$ cat src/rtl/timer_axi_lite_if.sv
// AXI-Lite bus bundle for the timer peripheral; signal names follow the
// slave's point of view (i_ = into the timer, o_ = out of the timer).
interface timer_axi_lite_if #(
  parameter int ADDR_WIDTH = 32,
  parameter int DATA_WIDTH = 32
);
  logic                    i_axi_awvalid;
  logic                    o_axi_awready;
  logic [ADDR_WIDTH-1:0]   i_axi_awaddr;
  logic                    i_axi_wvalid;
  logic                    o_axi_wready;
  logic [DATA_WIDTH-1:0]   i_axi_wdata;
  logic [DATA_WIDTH/8-1:0] i_axi_wstrb;
  logic                    o_axi_bvalid;
  logic                    i_axi_bready;
  logic                    i_axi_arvalid;
  logic                    o_axi_arready;
  logic [ADDR_WIDTH-1:0]   i_axi_araddr;
  logic                    o_axi_rvalid;
  logic                    i_axi_rready;
  logic [DATA_WIDTH-1:0]   o_axi_rdata;

  modport slave (
    input  i_axi_awvalid, i_axi_awaddr, i_axi_wvalid, i_axi_wdata, i_axi_wstrb,
    input  i_axi_bready, i_axi_arvalid, i_axi_araddr, i_axi_rready,
    output o_axi_awready, o_axi_wready, o_axi_bvalid, o_axi_arready,
    output o_axi_rvalid, o_axi_rdata
  );

  modport master (
    output i_axi_awvalid, i_axi_awaddr, i_axi_wvalid, i_axi_wdata, i_axi_wstrb,
    output i_axi_bready, i_axi_arvalid, i_axi_araddr, i_axi_rready,
    input  o_axi_awready, o_axi_wready, o_axi_bvalid, o_axi_arready,
    input  o_axi_rvalid, o_axi_rdata
  );
endinterface

$ cat src/rtl/timer_axi_lite.sv
// Programmable 32-bit timer with AXI-Lite register access.
// Prescaled tick advances COUNT; reaching LOAD sets sticky MATCH and,
// with IRQ_EN, a registered level interrupt.
module timer_axi_lite #(
  parameter int ADDR_WIDTH  = 32,
  parameter int DATA_WIDTH  = 32,
  parameter int PRESC_WIDTH = 16
) (
  input  logic              clk,
  input  logic              resetn,
  timer_axi_lite_if.slave   s_axi,
  output logic              irq
);

  typedef enum logic {W_IDLE, W_RESP} w_state_t;
  typedef enum logic {R_IDLE, R_DATA} r_state_t;

  w_state_t r_wstate, w_wstate_nxt;
  r_state_t r_rstate, w_rstate_nxt;

  logic                   w_wr_en;
  logic                   w_rd_en;
  logic [2:0]             w_waddr;
  logic [2:0]             w_raddr;

  logic                   r_en;
  logic                   r_auto;
  logic                   r_irq_en;
  logic [PRESC_WIDTH-1:0] r_presc;
  logic [PRESC_WIDTH-1:0] r_presc_cnt;
  logic [31:0]            r_load;
  logic [31:0]            r_count;
  logic                   r_match;
  logic                   r_irq;
  logic [DATA_WIDTH-1:0]  r_rdata;
  logic [31:0]            w_rdata_mux;

  logic                   w_wr_ctrl, w_wr_presc, w_wr_load, w_wr_count, w_wr_status;
  logic [31:0]            w_ctrl_new, w_presc_new, w_load_new, w_count_new;
  logic                   w_tick;
  logic                   w_hit;
  logic                   w_sw_clr;
  logic                   w_unused;

  // Byte-lane merge of write data into an existing register value.
  function automatic logic [31:0] f_merge(input logic [31:0] old_v,
                                          input logic [31:0] new_v,
                                          input logic [3:0]  strb);
    f_merge = old_v;
    for (int unsigned b = 0; b < 4; b++) begin
      if (strb[b]) f_merge[b*8 +: 8] = new_v[b*8 +: 8];
    end
  endfunction

  assign w_waddr  = s_axi.i_axi_awaddr[4:2];
  assign w_raddr  = s_axi.i_axi_araddr[4:2];
  assign w_unused = ^{s_axi.i_axi_awaddr[ADDR_WIDTH-1:5], s_axi.i_axi_awaddr[1:0],
                      s_axi.i_axi_araddr[ADDR_WIDTH-1:5], s_axi.i_axi_araddr[1:0]};

  // ---------------- write channel ----------------

  // Write FSM state register.
  always_ff @(posedge clk or negedge resetn) begin
    if (!resetn) r_wstate <= W_IDLE;
    else         r_wstate <= w_wstate_nxt;
  end

  // Write FSM next state: accept only when address and data arrive together.
  always_comb begin
    w_wstate_nxt = r_wstate;
    case (r_wstate)
      W_IDLE:  if (s_axi.i_axi_awvalid && s_axi.i_axi_wvalid) w_wstate_nxt = W_RESP;
      W_RESP:  if (s_axi.i_axi_bready) w_wstate_nxt = W_IDLE;
      default: w_wstate_nxt = W_IDLE;
    endcase
  end

  // Write FSM outputs.
  always_comb begin
    w_wr_en             = (r_wstate == W_IDLE) && s_axi.i_axi_awvalid && s_axi.i_axi_wvalid;
    s_axi.o_axi_awready = w_wr_en;
    s_axi.o_axi_wready  = w_wr_en;
    s_axi.o_axi_bvalid  = (r_wstate == W_RESP);
  end

  // ---------------- read channel ----------------

  // Read FSM state register.
  always_ff @(posedge clk or negedge resetn) begin
    if (!resetn) r_rstate <= R_IDLE;
    else         r_rstate <= w_rstate_nxt;
  end

  // Read FSM next state.
  always_comb begin
    w_rstate_nxt = r_rstate;
    case (r_rstate)
      R_IDLE:  if (s_axi.i_axi_arvalid) w_rstate_nxt = R_DATA;
      R_DATA:  if (s_axi.i_axi_rready) w_rstate_nxt = R_IDLE;
      default: w_rstate_nxt = R_IDLE;
    endcase
  end

  // Read FSM outputs.
  always_comb begin
    w_rd_en             = (r_rstate == R_IDLE) && s_axi.i_axi_arvalid;
    s_axi.o_axi_arready = w_rd_en;
    s_axi.o_axi_rvalid  = (r_rstate == R_DATA);
  end

  // Register read multiplexer.
  always_comb begin
    w_rdata_mux = '0;
    case (w_raddr)
      3'd0:    w_rdata_mux = {29'd0, r_irq_en, r_auto, r_en};
      3'd1:    w_rdata_mux = 32'(r_presc);
      3'd2:    w_rdata_mux = r_load;
      3'd3:    w_rdata_mux = r_count;
      3'd4:    w_rdata_mux = {31'd0, r_match};
      default: w_rdata_mux = '0;
    endcase
  end

  // Read data captured at address acceptance and held until rready.
  always_ff @(posedge clk or negedge resetn) begin
    if (!resetn)      r_rdata <= '0;
    else if (w_rd_en) r_rdata <= DATA_WIDTH'(w_rdata_mux);
  end

  assign s_axi.o_axi_rdata = r_rdata;

  // ---------------- registers and counting ----------------

  assign w_wr_ctrl   = w_wr_en && (w_waddr == 3'd0);
  assign w_wr_presc  = w_wr_en && (w_waddr == 3'd1);
  assign w_wr_load   = w_wr_en && (w_waddr == 3'd2);
  assign w_wr_count  = w_wr_en && (w_waddr == 3'd3);
  assign w_wr_status = w_wr_en && (w_waddr == 3'd4);

  assign w_ctrl_new  = f_merge({29'd0, r_irq_en, r_auto, r_en}, s_axi.i_axi_wdata, s_axi.i_axi_wstrb);
  assign w_presc_new = f_merge(32'(r_presc), s_axi.i_axi_wdata, s_axi.i_axi_wstrb);
  assign w_load_new  = f_merge(r_load, s_axi.i_axi_wdata, s_axi.i_axi_wstrb);
  assign w_count_new = f_merge(r_count, s_axi.i_axi_wdata, s_axi.i_axi_wstrb);

  assign w_tick   = r_en && (r_presc_cnt == r_presc);
  assign w_hit    = w_tick && (r_count == r_load);
  assign w_sw_clr = w_wr_status && s_axi.i_axi_wstrb[0] && s_axi.i_axi_wdata[0];

  // Control/config registers; a CTRL write overrides the one-shot EN clear.
  always_ff @(posedge clk or negedge resetn) begin
    if (!resetn) begin
      r_en     <= 1'b0;
      r_auto   <= 1'b0;
      r_irq_en <= 1'b0;
      r_presc  <= '0;
      r_load   <= '0;
    end else begin
      if (w_wr_ctrl) begin
        r_en     <= w_ctrl_new[0];
        r_auto   <= w_ctrl_new[1];
        r_irq_en <= w_ctrl_new[2];
      end else if (w_hit && !r_auto) begin
        r_en <= 1'b0;
      end
      if (w_wr_presc) r_presc <= w_presc_new[PRESC_WIDTH-1:0];
      if (w_wr_load)  r_load  <= w_load_new;
    end
  end

  // Prescaler and main counter; software writes take priority over the tick.
  always_ff @(posedge clk or negedge resetn) begin
    if (!resetn) begin
      r_presc_cnt <= '0;
      r_count     <= '0;
    end else begin
      if (!r_en || w_wr_presc || w_wr_count || w_tick) r_presc_cnt <= '0;
      else                                              r_presc_cnt <= r_presc_cnt + 1'b1;
      if (w_wr_count) begin
        r_count <= w_count_new;
      end else if (w_tick) begin
        if (!w_hit)      r_count <= r_count + 32'd1;
        else if (r_auto) r_count <= '0;
      end
    end
  end

  // Sticky match flag (hardware set beats W1C) and registered interrupt.
  always_ff @(posedge clk or negedge resetn) begin
    if (!resetn) begin
      r_match <= 1'b0;
      r_irq   <= 1'b0;
    end else begin
      if (w_hit)         r_match <= 1'b1;
      else if (w_sw_clr) r_match <= 1'b0;
      r_irq <= r_match && r_irq_en;
    end
  end

  assign irq = r_irq;

endmodule
$ cat src/flat_wrapper.sv
// flat-port wrapper written by rule: the top's interface ports become plain ports
module timer_axi_lite_flat 
#(
  parameter int ADDR_WIDTH  = 32,
  parameter int DATA_WIDTH  = 32,
  parameter int PRESC_WIDTH = 16
)
  (clk, resetn, irq, s_axi_i_axi_awvalid, s_axi_i_axi_awaddr, s_axi_i_axi_wvalid, s_axi_i_axi_wdata, s_axi_i_axi_wstrb, s_axi_i_axi_bready, s_axi_i_axi_arvalid, s_axi_i_axi_araddr, s_axi_i_axi_rready, s_axi_o_axi_awready, s_axi_o_axi_wready, s_axi_o_axi_bvalid, s_axi_o_axi_arready, s_axi_o_axi_rvalid, s_axi_o_axi_rdata);
  timer_axi_lite_if #(.ADDR_WIDTH(ADDR_WIDTH), .DATA_WIDTH(DATA_WIDTH)) s_axi_i ();
  input  logic clk;
  input  logic resetn;
  output logic irq;
  input wire logic [$bits(s_axi_i.i_axi_awvalid)-1:0] s_axi_i_axi_awvalid;
  input wire logic [$bits(s_axi_i.i_axi_awaddr)-1:0] s_axi_i_axi_awaddr;
  input wire logic [$bits(s_axi_i.i_axi_wvalid)-1:0] s_axi_i_axi_wvalid;
  input wire logic [$bits(s_axi_i.i_axi_wdata)-1:0] s_axi_i_axi_wdata;
  input wire logic [$bits(s_axi_i.i_axi_wstrb)-1:0] s_axi_i_axi_wstrb;
  input wire logic [$bits(s_axi_i.i_axi_bready)-1:0] s_axi_i_axi_bready;
  input wire logic [$bits(s_axi_i.i_axi_arvalid)-1:0] s_axi_i_axi_arvalid;
  input wire logic [$bits(s_axi_i.i_axi_araddr)-1:0] s_axi_i_axi_araddr;
  input wire logic [$bits(s_axi_i.i_axi_rready)-1:0] s_axi_i_axi_rready;
  output wire logic [$bits(s_axi_i.o_axi_awready)-1:0] s_axi_o_axi_awready;
  output wire logic [$bits(s_axi_i.o_axi_wready)-1:0] s_axi_o_axi_wready;
  output wire logic [$bits(s_axi_i.o_axi_bvalid)-1:0] s_axi_o_axi_bvalid;
  output wire logic [$bits(s_axi_i.o_axi_arready)-1:0] s_axi_o_axi_arready;
  output wire logic [$bits(s_axi_i.o_axi_rvalid)-1:0] s_axi_o_axi_rvalid;
  output wire logic [$bits(s_axi_i.o_axi_rdata)-1:0] s_axi_o_axi_rdata;
  assign s_axi_i.i_axi_awvalid = s_axi_i_axi_awvalid;
  assign s_axi_i.i_axi_awaddr = s_axi_i_axi_awaddr;
  assign s_axi_i.i_axi_wvalid = s_axi_i_axi_wvalid;
  assign s_axi_i.i_axi_wdata = s_axi_i_axi_wdata;
  assign s_axi_i.i_axi_wstrb = s_axi_i_axi_wstrb;
  assign s_axi_i.i_axi_bready = s_axi_i_axi_bready;
  assign s_axi_i.i_axi_arvalid = s_axi_i_axi_arvalid;
  assign s_axi_i.i_axi_araddr = s_axi_i_axi_araddr;
  assign s_axi_i.i_axi_rready = s_axi_i_axi_rready;
  assign s_axi_o_axi_awready = s_axi_i.o_axi_awready;
  assign s_axi_o_axi_wready = s_axi_i.o_axi_wready;
  assign s_axi_o_axi_bvalid = s_axi_i.o_axi_bvalid;
  assign s_axi_o_axi_arready = s_axi_i.o_axi_arready;
  assign s_axi_o_axi_rvalid = s_axi_i.o_axi_rvalid;
  assign s_axi_o_axi_rdata = s_axi_i.o_axi_rdata;
  timer_axi_lite #(.ADDR_WIDTH(ADDR_WIDTH), .DATA_WIDTH(DATA_WIDTH), .PRESC_WIDTH(PRESC_WIDTH)) u_core (.clk(clk), .resetn(resetn), .s_axi(s_axi_i), .irq(irq));
endmodule
$ cat config.mk
export PLATFORM = sky130hd
export DESIGN_NAME = timer_axi_lite_flat
export DESIGN_NICKNAME = d
export VERILOG_FILES = /design/src/rtl/timer_axi_lite_if.sv /design/src/rtl/timer_axi_lite.sv /design/src/flat_wrapper.sv
export SDC_FILE = /design/constraint.sdc
export NUM_CORES = 1
export LEC_CHECK = 0
export ABC_AREA = 1
export CELL_PAD_IN_SITES_DETAIL_PLACEMENT = 0
export CELL_PAD_IN_SITES_GLOBAL_PLACEMENT = 2
export CORE_MARGIN = 3
export CORE_UTILIZATION = 29
export CTS_CLUSTER_DIAMETER = 150
export DETAILED_ROUTE_END_ITERATION = 7
export PLACE_DENSITY_LB_ADDON = 0.1
export SLEW_MARGIN = 10
export SYNTH_ARGS = -nofsm -noshare
export SYNTH_HDL_FRONTEND = slang
export SYNTH_SLANG_ARGS = --single-unit
$ cat constraint.sdc
create_clock -name clk -period 2.2 [get_ports clk]
set_input_delay 0.33 -clock clk [delete_from_list [all_inputs] [get_ports clk]]
set_output_delay 0.33 -clock clk [all_outputs]
set_load 0.05 [all_outputs]
==> results of run 1 <==
[layer usage]
metal	vias to the layer above	GRT usage, %	share of wire (%)
met1	3744	28.55	53
li1	4149	-	-
met5	-	0	0
met3	14	3.124	3.3
met4	0	3.217	0.60
met2	135	29.36	43
[placed cells by master, fill, tap and decap left out, drive strengths merged]
master and count:
xnor2 6, ha 2, inv 154, xor2 24, mux2 1, a22oi 16
bufinv 2, o22ai 16, nand2 516, dlygate4sd3 1, clkbuf 18, nand3b 7
nor3 25, nand3 57, nor2 116, a211oi 1, a21oi 10, nor4 2
diode 1, buf 87, dfrtp 135, o21ai 91, clkdlybuf4s50 82, nand4 10
clkinv 4, o21bai 2, clkinvlp 3, and3 2, nor3b 4, o21a 1
[final timing paths]
check                                                         start                                  endpoint  slack (ns)  cells after the start
min in group clk                                 s_axi_i_axi_bready       u_core.s_axi.o_axi_bvalid$_DFF_PN0_        0.45                      2
hold / removal                                               resetn          u_core.r_presc_cnt[14]$_DFF_PN0_        0.43                      2
hold reg to reg            u_core.s_axi.o_axi_rdata[14]$_DFFE_PN0P_  u_core.s_axi.o_axi_rdata[14]$_DFFE_PN0P_        0.48                      2
setup reg to reg                     u_core.r_count[26]$_DFFE_PN0P_            u_core.r_count[11]$_DFFE_PN0P_        0.13                     13
max in group asynchronous                                    resetn            u_core.r_count[21]$_DFFE_PN0P_        1.08                      3
setup / recovery                     u_core.r_count[26]$_DFFE_PN0P_            u_core.r_count[11]$_DFFE_PN0P_        0.13                     13
[cell usage after synthesis, types with 3 or more instances]
cell type | n | area (um2)
o22ai_1 | 16 | 100.1
a21oi_1 | 10 | 50.05
clkbuf_1 | 18 | 67.56
nor2_2 | 12 | 75.07
buf_1 | 4 | 15.01
nor3_2 | 3 | 30.03
buf_2 | 13 | 65.06
nor3_1 | 22 | 110.1
nand3_1 | 55 | 275.3
nor2_1 | 102 | 382.9
xnor2_1 | 6 | 52.55
nand4_1 | 9 | 56.30
nand3b_1 | 7 | 52.55
clkbuf_2 | 3 | 15.01
nand2_2 | 7 | 43.79
nor3b_1 | 3 | 22.52
inv_1 | 140 | 525.5
nand2_1 | 509 | 1911
a22oi_1 | 16 | 120.1
inv_2 | 10 | 37.54
xor2_1 | 24 | 210.2
dfrtp_1 | 135 | 3378
o21ai_0 | 89 | 445.4
[sequential cells by signal (all words and copies together) (netlist names), 16 cells and up]
register,flops
u_core.r_count,32
u_core.s_axi.o_axi_rdata,32
u_core.r_presc,16
u_core.r_presc_cnt,16
u_core.r_load,32
[power by group]
| part | switching (mW) | internal, mW |
|---|---|---|
| registers | 0.241 | 2.83 |
| logic | 1.23 | 0.679 |
| clock network | 1.23 | 1.68 |
[cells by family (layout without fill, tap and decap cells)]
logic type                 after synthesis  count (layout)  synth area share [%]
and+or+nand+nor                        739             739                 37.13
DFF                                    135             135                 41.11
xor gates and xnor gates                30              30                 3.197
buffers and inverters                  189             351                 8.922
adders and majority gates                2               2                0.3045
muxes                                    1               1                0.1370
other                                    0               1                     0
AOI/OAI and AO/OA                      137             137                 9.196
[per-stage QoR]
| step | util [%] | worst slack [ns] | TNS, ns |
|---|---|---|---|
| after floorplan | - | 0.007309 | 0 |
| after CTS | 39.00 | 0.1051 | 0 |
| final | 39.24 | 0.1255 | 0 |
| after detailed placement | 36.85 | -0.01195 | -0.08263 |
| after global placement | 36.85 | -0.007452 | -0.007452 |
| after global routing | 39.23 | -0.003796 | -0.003796 |
[layout make-up]
cell class,count,area [um2],share of cell area [%]
diodes,1,2.502,0.02327
clock buffers,18,429.2,3.992
clock inverters,13,148.9,1.385
inverters,150,563.0,5.237
multi-input cells,909,4160,38.69
flip-flops and latches,135,3382,31.46
well taps,372,465.4,4.329
repair buffers,170,1600,14.88
[timing repair]
action	CTS	global route
setup buffers	0	2
setup endpoints to repair	0	25
gates resized for setup	0	15
hold buffers	1	0
endpoints found under the hold margin	50	0
==> impl_metrics.toml, run 1 <==
[run_status]
status = "complete, no violations"

[cells_and_area]
final_area_um2 = 10750
final_cell_count_no_fill = 1768
fin_nets = 1492
n_fill_cell = 2973
drive_gt1_share_pct = 11.97
area_delta_synth_final_pct = 30.83

[logic_synthesis]
synth-main-ff-cell = "dfrtp_1"
synth_edf_count = 0
ys_seq_elements = 135
ys_async_sr_fraction_pct = 100.0
syn_nets = 1342
synthCells = 1233
yosysWarnings = 0
ys_seq_area_share_pct = 41.11
syn_area_um2 = 8218
synthDistinctLibCells = 36
avgSynthCellArea_um2 = 6.665

[floorplan]
fp.dieW_um = 174.3
rows = 60
core_um2 = 27400
start_util_pct = 29.99
fp.dieH_um = 174.3
dieArea_um2 = 30390
ioPinCount = 145

[route]
drc_errors = 0
vias = 8042
drt-initial-drc-count = 445
wl_per_cell_um = 16.02
via_per_inst = 4.549
dr.pass1.iters = 5
postRouteAntennaNets = 0
routed_wl_um = 28320

[clock_network]
cts_max_path_buffers = 2
htreeDepth = 4
cts.sink_count = 135
cts-root-buf = "clkbuf_16"
clk_pin_slew_ns = 0.07
worstSkewPairLatency_ns = 0.43
numCtsBuffers = 17
cts_tree = "built"

[sta]
finalHoldViolCount = 0
max_freq_mhz = 482.0
finalSetupViolations = 0
max-slew-margin-rel_pct = 61.92
drv_slew = 0
fin_skew_ns = 0.01243
tightest_slew_ns = 0.5712
fin_hold_ws_ns = 0.4285
post-route-period-util_pct = 94.30
layout_min_cycle_time_ns = 2.075

[worst_setup_path]
crit_top_cell = "nand2_1"
crit_required_ns = 2.52
critical_path_arrival_ns = 2.39
crit_path_top_delay_cell = "dfrtp_1"
cp-start-kind = "flip-flop"
critPathCaptureType = "flip-flop"
crit_type = "flip-flop to flip-flop"
crit_chain = "inv_1 > nand2_1 > nand2_1 > nand4_1 > nor2_1 > nand2_1 > nor2_2 > nand3_1 > nor2_4 > nor2_2 > buf_4 > nand2_1 > nand2_1"
crit_family = "simple AND/OR/NAND/NOR gates"
critPathMaxStageDelay_ns = 0.44
cp_max_fo = 8
cp.buffers_inverters = 2

[global_routing]
antenna_found_initial = 0
grt_pass1_vias = 7795
grt_usage_pct = 19.10
grt_pass1_wl_um = 45230
grt_max_degree = 53
gr-total-overflow = 0

[min_path]
hold_class = "primary input to async pin"

[placed_design]
place_inst = 1733
dp_hpwl_um = 21560
gp_congestion = 0.8077
dpl_cell_area_um2 = 10100
io_buffers = 86

[power]
ir_drop_mv = 0.5038
p_per_area_nw_per_um2 = 734.2
p_leak_nw = 5.180
power.total_mw = 7.894

[job]
maxCapViolations = 0
No activity file was read; power rests on OpenSTA's default activity.
==> run 2, diff against run 1 <==
- CORE_UTILIZATION: 29 -> 35
- DONT_BUFFER_PORTS: not set -> 1
==> run 2 against run 1 <==
The flow now finishes with violations (negative hold slack). Clock power is 10% higher. Clock skew up 0.00068 ns. Maximum frequency increased by 3.7%. Non-clock buffer count down 119. Largest cell class unchanged. Largest power group unchanged. Highest routed layer unchanged.
==> impl_metrics.toml, run 2 (synthesis results as in run 1) <==
[sta]
post-route-period-util_pct = 90.97
fin_hold_ws_ns = -0.3986
fin_skew_ns = 0.01311
max-slew-margin-rel_pct = 59.92
max_freq_mhz = 499.6
rsz0062_at_grt = "no"
tightest_slew_ns = 0.6006
layout_min_cycle_time_ns = 2.001
finalSetupViolations = 0
fin_ws_ns = 0.1986
finalHoldViolCount = 135
drv_slew = 0

[run_status]
status = "finished, violations left"
violations = "negative hold slack"

[worst_setup_path]
critical_path.endpoint = "u_core.r_count[8]$_DFFE_PN0P_"
critPathCaptureType = "flip-flop"
reg2regPathDepth = 11
crit_start = "u_core.s_axi.o_axi_bvalid$_DFF_PN0_"
critical_path_arrival_ns = 2.36
crit_required_ns = 2.56
r2r_slack_ns = 0.20
cp_max_fo = 37
crit_type = "flip-flop to flip-flop"
cp-start-kind = "flip-flop"
r2r_start = "u_core.s_axi.o_axi_bvalid$_DFF_PN0_"
r2r-end = "u_core.r_count[8]$_DFFE_PN0P_"

[clock_network]
cts-root-buf = "clkbuf_16"
htreeDepth = 4
cts_max_path_buffers = 2
cts.hold.buffers_added = 1
clk_pin_slew_ns = 0.06
cts.sink_count = 135
numCtsBuffers = 17
worstSkewPairLatency_ns = 0.42
cts_tree = "built"

[power]
switching_power_mw = 2.499
clockPowerShare_pct = 41.2
p_sw_share_pct = 32.13
power_frac_comb_pct = 15.2
p_seq_share_pct = 43.6
p_leak_nw = 4.706
internal_power_mw = 5.278
ir_drop_mv = 0.4454
p_per_area_nw_per_um2 = 810.7

[cells_and_area]
n_fill_cell = 2506
regArea_um2 = 3388
diodes = 0
area_delta_synth_final_pct = 16.73
layout_common_cells = "nand2_1 (509), inv_1 (139), dfrtp_1 (127)"
drive_gt1_share_pct = 10.58
final_common_cell = "nand2_1"
fin_nets = 1374
multi_input_area_um2 = 4205

[floorplan]
ioPinCount = 145
fp.dieH_um = 159.2
start_util_pct = 35.97
dieArea_um2 = 25350
rows = 55
fp.dieW_um = 159.2
core_um2 = 22850

[placed_design]
dp_hpwl_um = 19580
io_buffers = 0
place_ws_ns = -0.01384
gp_congestion = 0.8307

[global_routing]
grt_usage_pct = 21.53
grt_pass1_wl_um = 42900
grt_max_degree = 136
gr-total-overflow = 0
antenna_found_initial = 0
grt_pass1_vias = 7474

[route]
routed_wl_um = 26690
via_per_inst = 4.770
drt-initial-drc-count = 495
vias = 7579
wl_per_cell_um = 16.80
drc_errors = 0
dr.pass1.iters = 5
postRouteAntennaNets = 0

[min_path]
hold_class = "primary input to async pin"

[job]
maxCapViolations = 0
run 2: stage by stage:
step                utilization, %  setup TNS (ns)  instance area, um2  cells  total power [mW]
global route                 41.99               0                9593   1589             8.236
global placement             38.64               0                8828   1556             4.600
CTS                          41.54               0                9490   1587             7.863
detailed placement           38.64        -0.01967                8828   1556             4.609
finish                       41.99               0                9593   1589             7.777
floorplan                        -               0                8218   1233             4.253
run 2: final cells by class:
type | count | area share (%)
Sequential cell | 135 | 35.32
Multi-Input combinational cell | 910 | 43.84
Inverter | 150 | 5.869
Clock buffer | 19 | 4.617
Clock inverter | 11 | 2.087
Tap cell | 313 | 4.082
Timing Repair Buffer | 51 | 4.187
run 2: timing repair:
item                                   in CTS  in global routing
pin swaps                                   0                  2
cloned                                      0                  1
resized for setup                           1                 27
setup endpoints to repair                   8                 41
endpoints found under the hold margin     136                135
buffers inserted                            0                  1
run 2: how the worst min path moves through the flow:
stage,startpoint,end,slack (ns),cells past startpoint
floorplan,resetn,u_core.irq$_DFF_PN0_,0.03,0
global placement,resetn,u_core.r_presc_cnt[14]$_DFF_PN0_,0.04,0
detailed placement,resetn,u_core.r_presc_cnt[14]$_DFF_PN0_,0.04,0
CTS,resetn,u_core.r_presc_cnt[14]$_DFF_PN0_,-0.41,0
global route,resetn,u_core.r_presc_cnt[13]$_DFF_PN0_,-0.43,0
finish,resetn,u_core.r_presc_cnt[14]$_DFF_PN0_,-0.40,0
run 2: metal layers:
metal	vias to the layer above	wire length, um	global-route usage, %
li1	3912	-	-
met1	3501	13460	31.90
met2	152	11760	32.71
met3	14	1218	4.214
met4	0	257	4.497
met5	-	0	0
run 2: worst max-delay path, stage by stage (launching register included):
cell and delay (ns):
dfrtp_1 0.38, inv_1 0.08, nand3_2 0.15, nor4_4 0.31, buf_4 0.18, buf_12 0.21
nor2_2 0.11, inv_1 0.10, o21ai_0 0.14, nand2_4 0.15, nand2_1 0.06, nand2_1 0.06
run 2: power groups by stage:
stage          logic (mW)  clock network (mW)  registers, mW
2_1_floorplan       0.875                   0           3.38
3_3_place_gp         1.17                   0           3.43
3_5_place_dp         1.18                   0           3.43
4_1_cts              1.19                3.29           3.39
5_1_grt              1.38                3.40           3.45
6_report             1.18                3.20           3.39
==> run 3, diff against run 2 <==
- PLACE_DENSITY: not set -> 0.91
- PLACE_DENSITY_LB_ADDON: 0.1 -> not set
==> run 3 against run 2 <==
The flow still finishes with violations (negative hold slack). Non-clock buffer count down 6. Sequential share of layout area up 0.43 points. Utilization is 0.54 points lower. Critical endpoint is now u_core.r_count[5]$_DFFE_PN0P_.
==> impl_metrics.toml, run 3 (synthesis results as in run 1) <==
[sta]
finalSetupViolations = 0
tightest_slew_ns = 0.6250
post-route-period-util_pct = 92.05
fin_setup_tns_ns = 0
fin_ws_ns = 0.1749
max_freq_mhz = 493.8
finalHoldViolCount = 135
max-slew-margin-rel_pct = 58.29
layout_min_cycle_time_ns = 2.025
drv_slew = 0
fin_hold_ws_ns = -0.4017
rsz0062_at_grt = "no"
fin_skew_ns = 0.009601

[worst_setup_path]
r2r_start = "u_core.s_axi.o_axi_bvalid$_DFF_PN0_"
cp_max_fo = 19
crit_required_ns = 2.56
cp-start-kind = "flip-flop"
reg2regPathDepth = 8
crit_type = "flip-flop to flip-flop"
critPathCaptureType = "flip-flop"
critical_path_arrival_ns = 2.38
crit_start = "u_core.s_axi.o_axi_bvalid$_DFF_PN0_"

[global_routing]
grt_busiest_layer = "met2"
grt_use_met2_pct = 32.01
grt_usage_pct = 20.31
grtUsageMet1_pct = 27.77
grt_pass1_wl_um = 41100
gr-total-overflow = 0
grt_pass1_vias = 7524
grt_max_degree = 136
grt_use_met3_pct = 4.865
antenna_found_initial = 0

[route]
vias = 7742
via_per_inst = 4.888
postRouteAntennaNets = 0
wl_per_cell_um = 16.12
drc_errors = 0
dr.pass1.iters = 5
routed_wl_um = 25540
drt-initial-drc-count = 541

[clock_network]
cts.sink_count = 135
cts_max_path_buffers = 2
numCtsBuffers = 17
htreeDepth = 4
clk_pin_slew_ns = 0.07
worstSkewPairLatency_ns = 0.43
cts_tree = "built"
cts-root-buf = "clkbuf_16"
cts.hold.buffers_added = 2

[power]
clockPowerShare_pct = 39.6
switching_power_mw = 2.534
p_seq_share_pct = 44.7
internal_power_mw = 5.044
power_frac_comb_pct = 15.7
p_sw_share_pct = 33.44
p_leak_nw = 4.641
p_per_area_nw_per_um2 = 800.2
ir_drop_mv = 0.4160

[cells_and_area]
diodes = 0
fin_util_pct = 41.45
drive_gt1_share_pct = 9.913
n_fill_cell = 2473
layout_common_cells = "nand2_1 (508), inv_1 (139), dfrtp_1 (129)"
area_delta_synth_final_pct = 15.24
fin_nets = 1367
final_cell_count_no_fill = 1584
final_common_cell = "nand2_1"

[placed_design]
dp_hpwl_um = 18830
place_ws_ns = 0.1144
place_inst = 1549
gp_congestion = 0.8596
io_buffers = 0

[job]
maxCapViolations = 0

[run_status]
violations = "negative hold slack"
status = "finished, violations left"

[floorplan]
ioPinCount = 145
dieArea_um2 = 25350
fp.dieW_um = 159.2
rows = 55
start_util_pct = 35.97
core_um2 = 22850
fp.dieH_um = 159.2

[min_path]
hold_class = "primary input to async pin"
run 3: metal layers:
layer	vias up	part of all wire, %
met5	-	0
met4	0	1.7
met3	25	5.8
met2	174	45
met1	3643	47
li1	3900	-
run 3: path summary, 6_finish.rpt:
path                                                            end  slack, ns
setup / recovery                      u_core.r_count[5]$_DFFE_PN0P_       0.17
hold / removal             u_core.s_axi.o_axi_rdata[20]$_DFFE_PN0P_      -0.40
setup reg to reg                      u_core.r_count[5]$_DFFE_PN0P_       0.17
hold reg to reg                                u_core.irq$_DFF_PN0_       0.51
max in group asynchronous              u_core.r_load[8]$_DFFE_PN0P_       2.35
min in group clk                       u_core.r_load[0]$_DFFE_PN0P_       0.02
run 3: power groups by stage:
stage,combinational (mW),clock (mW),sequential [mW]
after floorplan,0.875,0,3.38
after global placement,1.15,0,3.42
after detailed placement,1.16,0,3.43
after CTS,1.18,3.06,3.39
after global routing,1.38,3.19,3.44
final,1.19,3.00,3.39
run 3: what timing repair did:
action                                 4_1_cts  5_1_grt
buffers inserted                             0        1
endpoints found under the hold margin      137      135
resized for setup                            0       20
setup endpoints to repair                    0       33
run 3: final cells by class:
class                      count  area [um2]  area share [%]
tap                          313       391.6           4.135
clock buffer                  18       429.2           4.532
sequential                   135        3386           35.75
multi-input combinational    909        4173           44.06
inverter                     150       563.0           5.945
timing repair buffer          45       355.3           3.752
clock inverter                14       172.7           1.823
run 3: critical path, cell delays in order, from the launching register on:
cell	delay (ns)
dfrtp_1	0.38
inv_1	0.07
nand3_1	0.21
nor4_2	0.27
buf_4	0.32
nand2_1	0.33
nand2_4	0.24
nand2_1	0.07
nand2_1	0.06
run 3: stage by stage:
stage / total power [mW] / cell area [um2]
2_1_floorplan: 4.253 / 8218
3_3_place_gp: 4.570 / 8776
3_5_place_dp: 4.591 / 8776
4_1_cts: 7.627 / 9398
5_1_grt: 8.013 / 9470
6_report: 7.578 / 9470
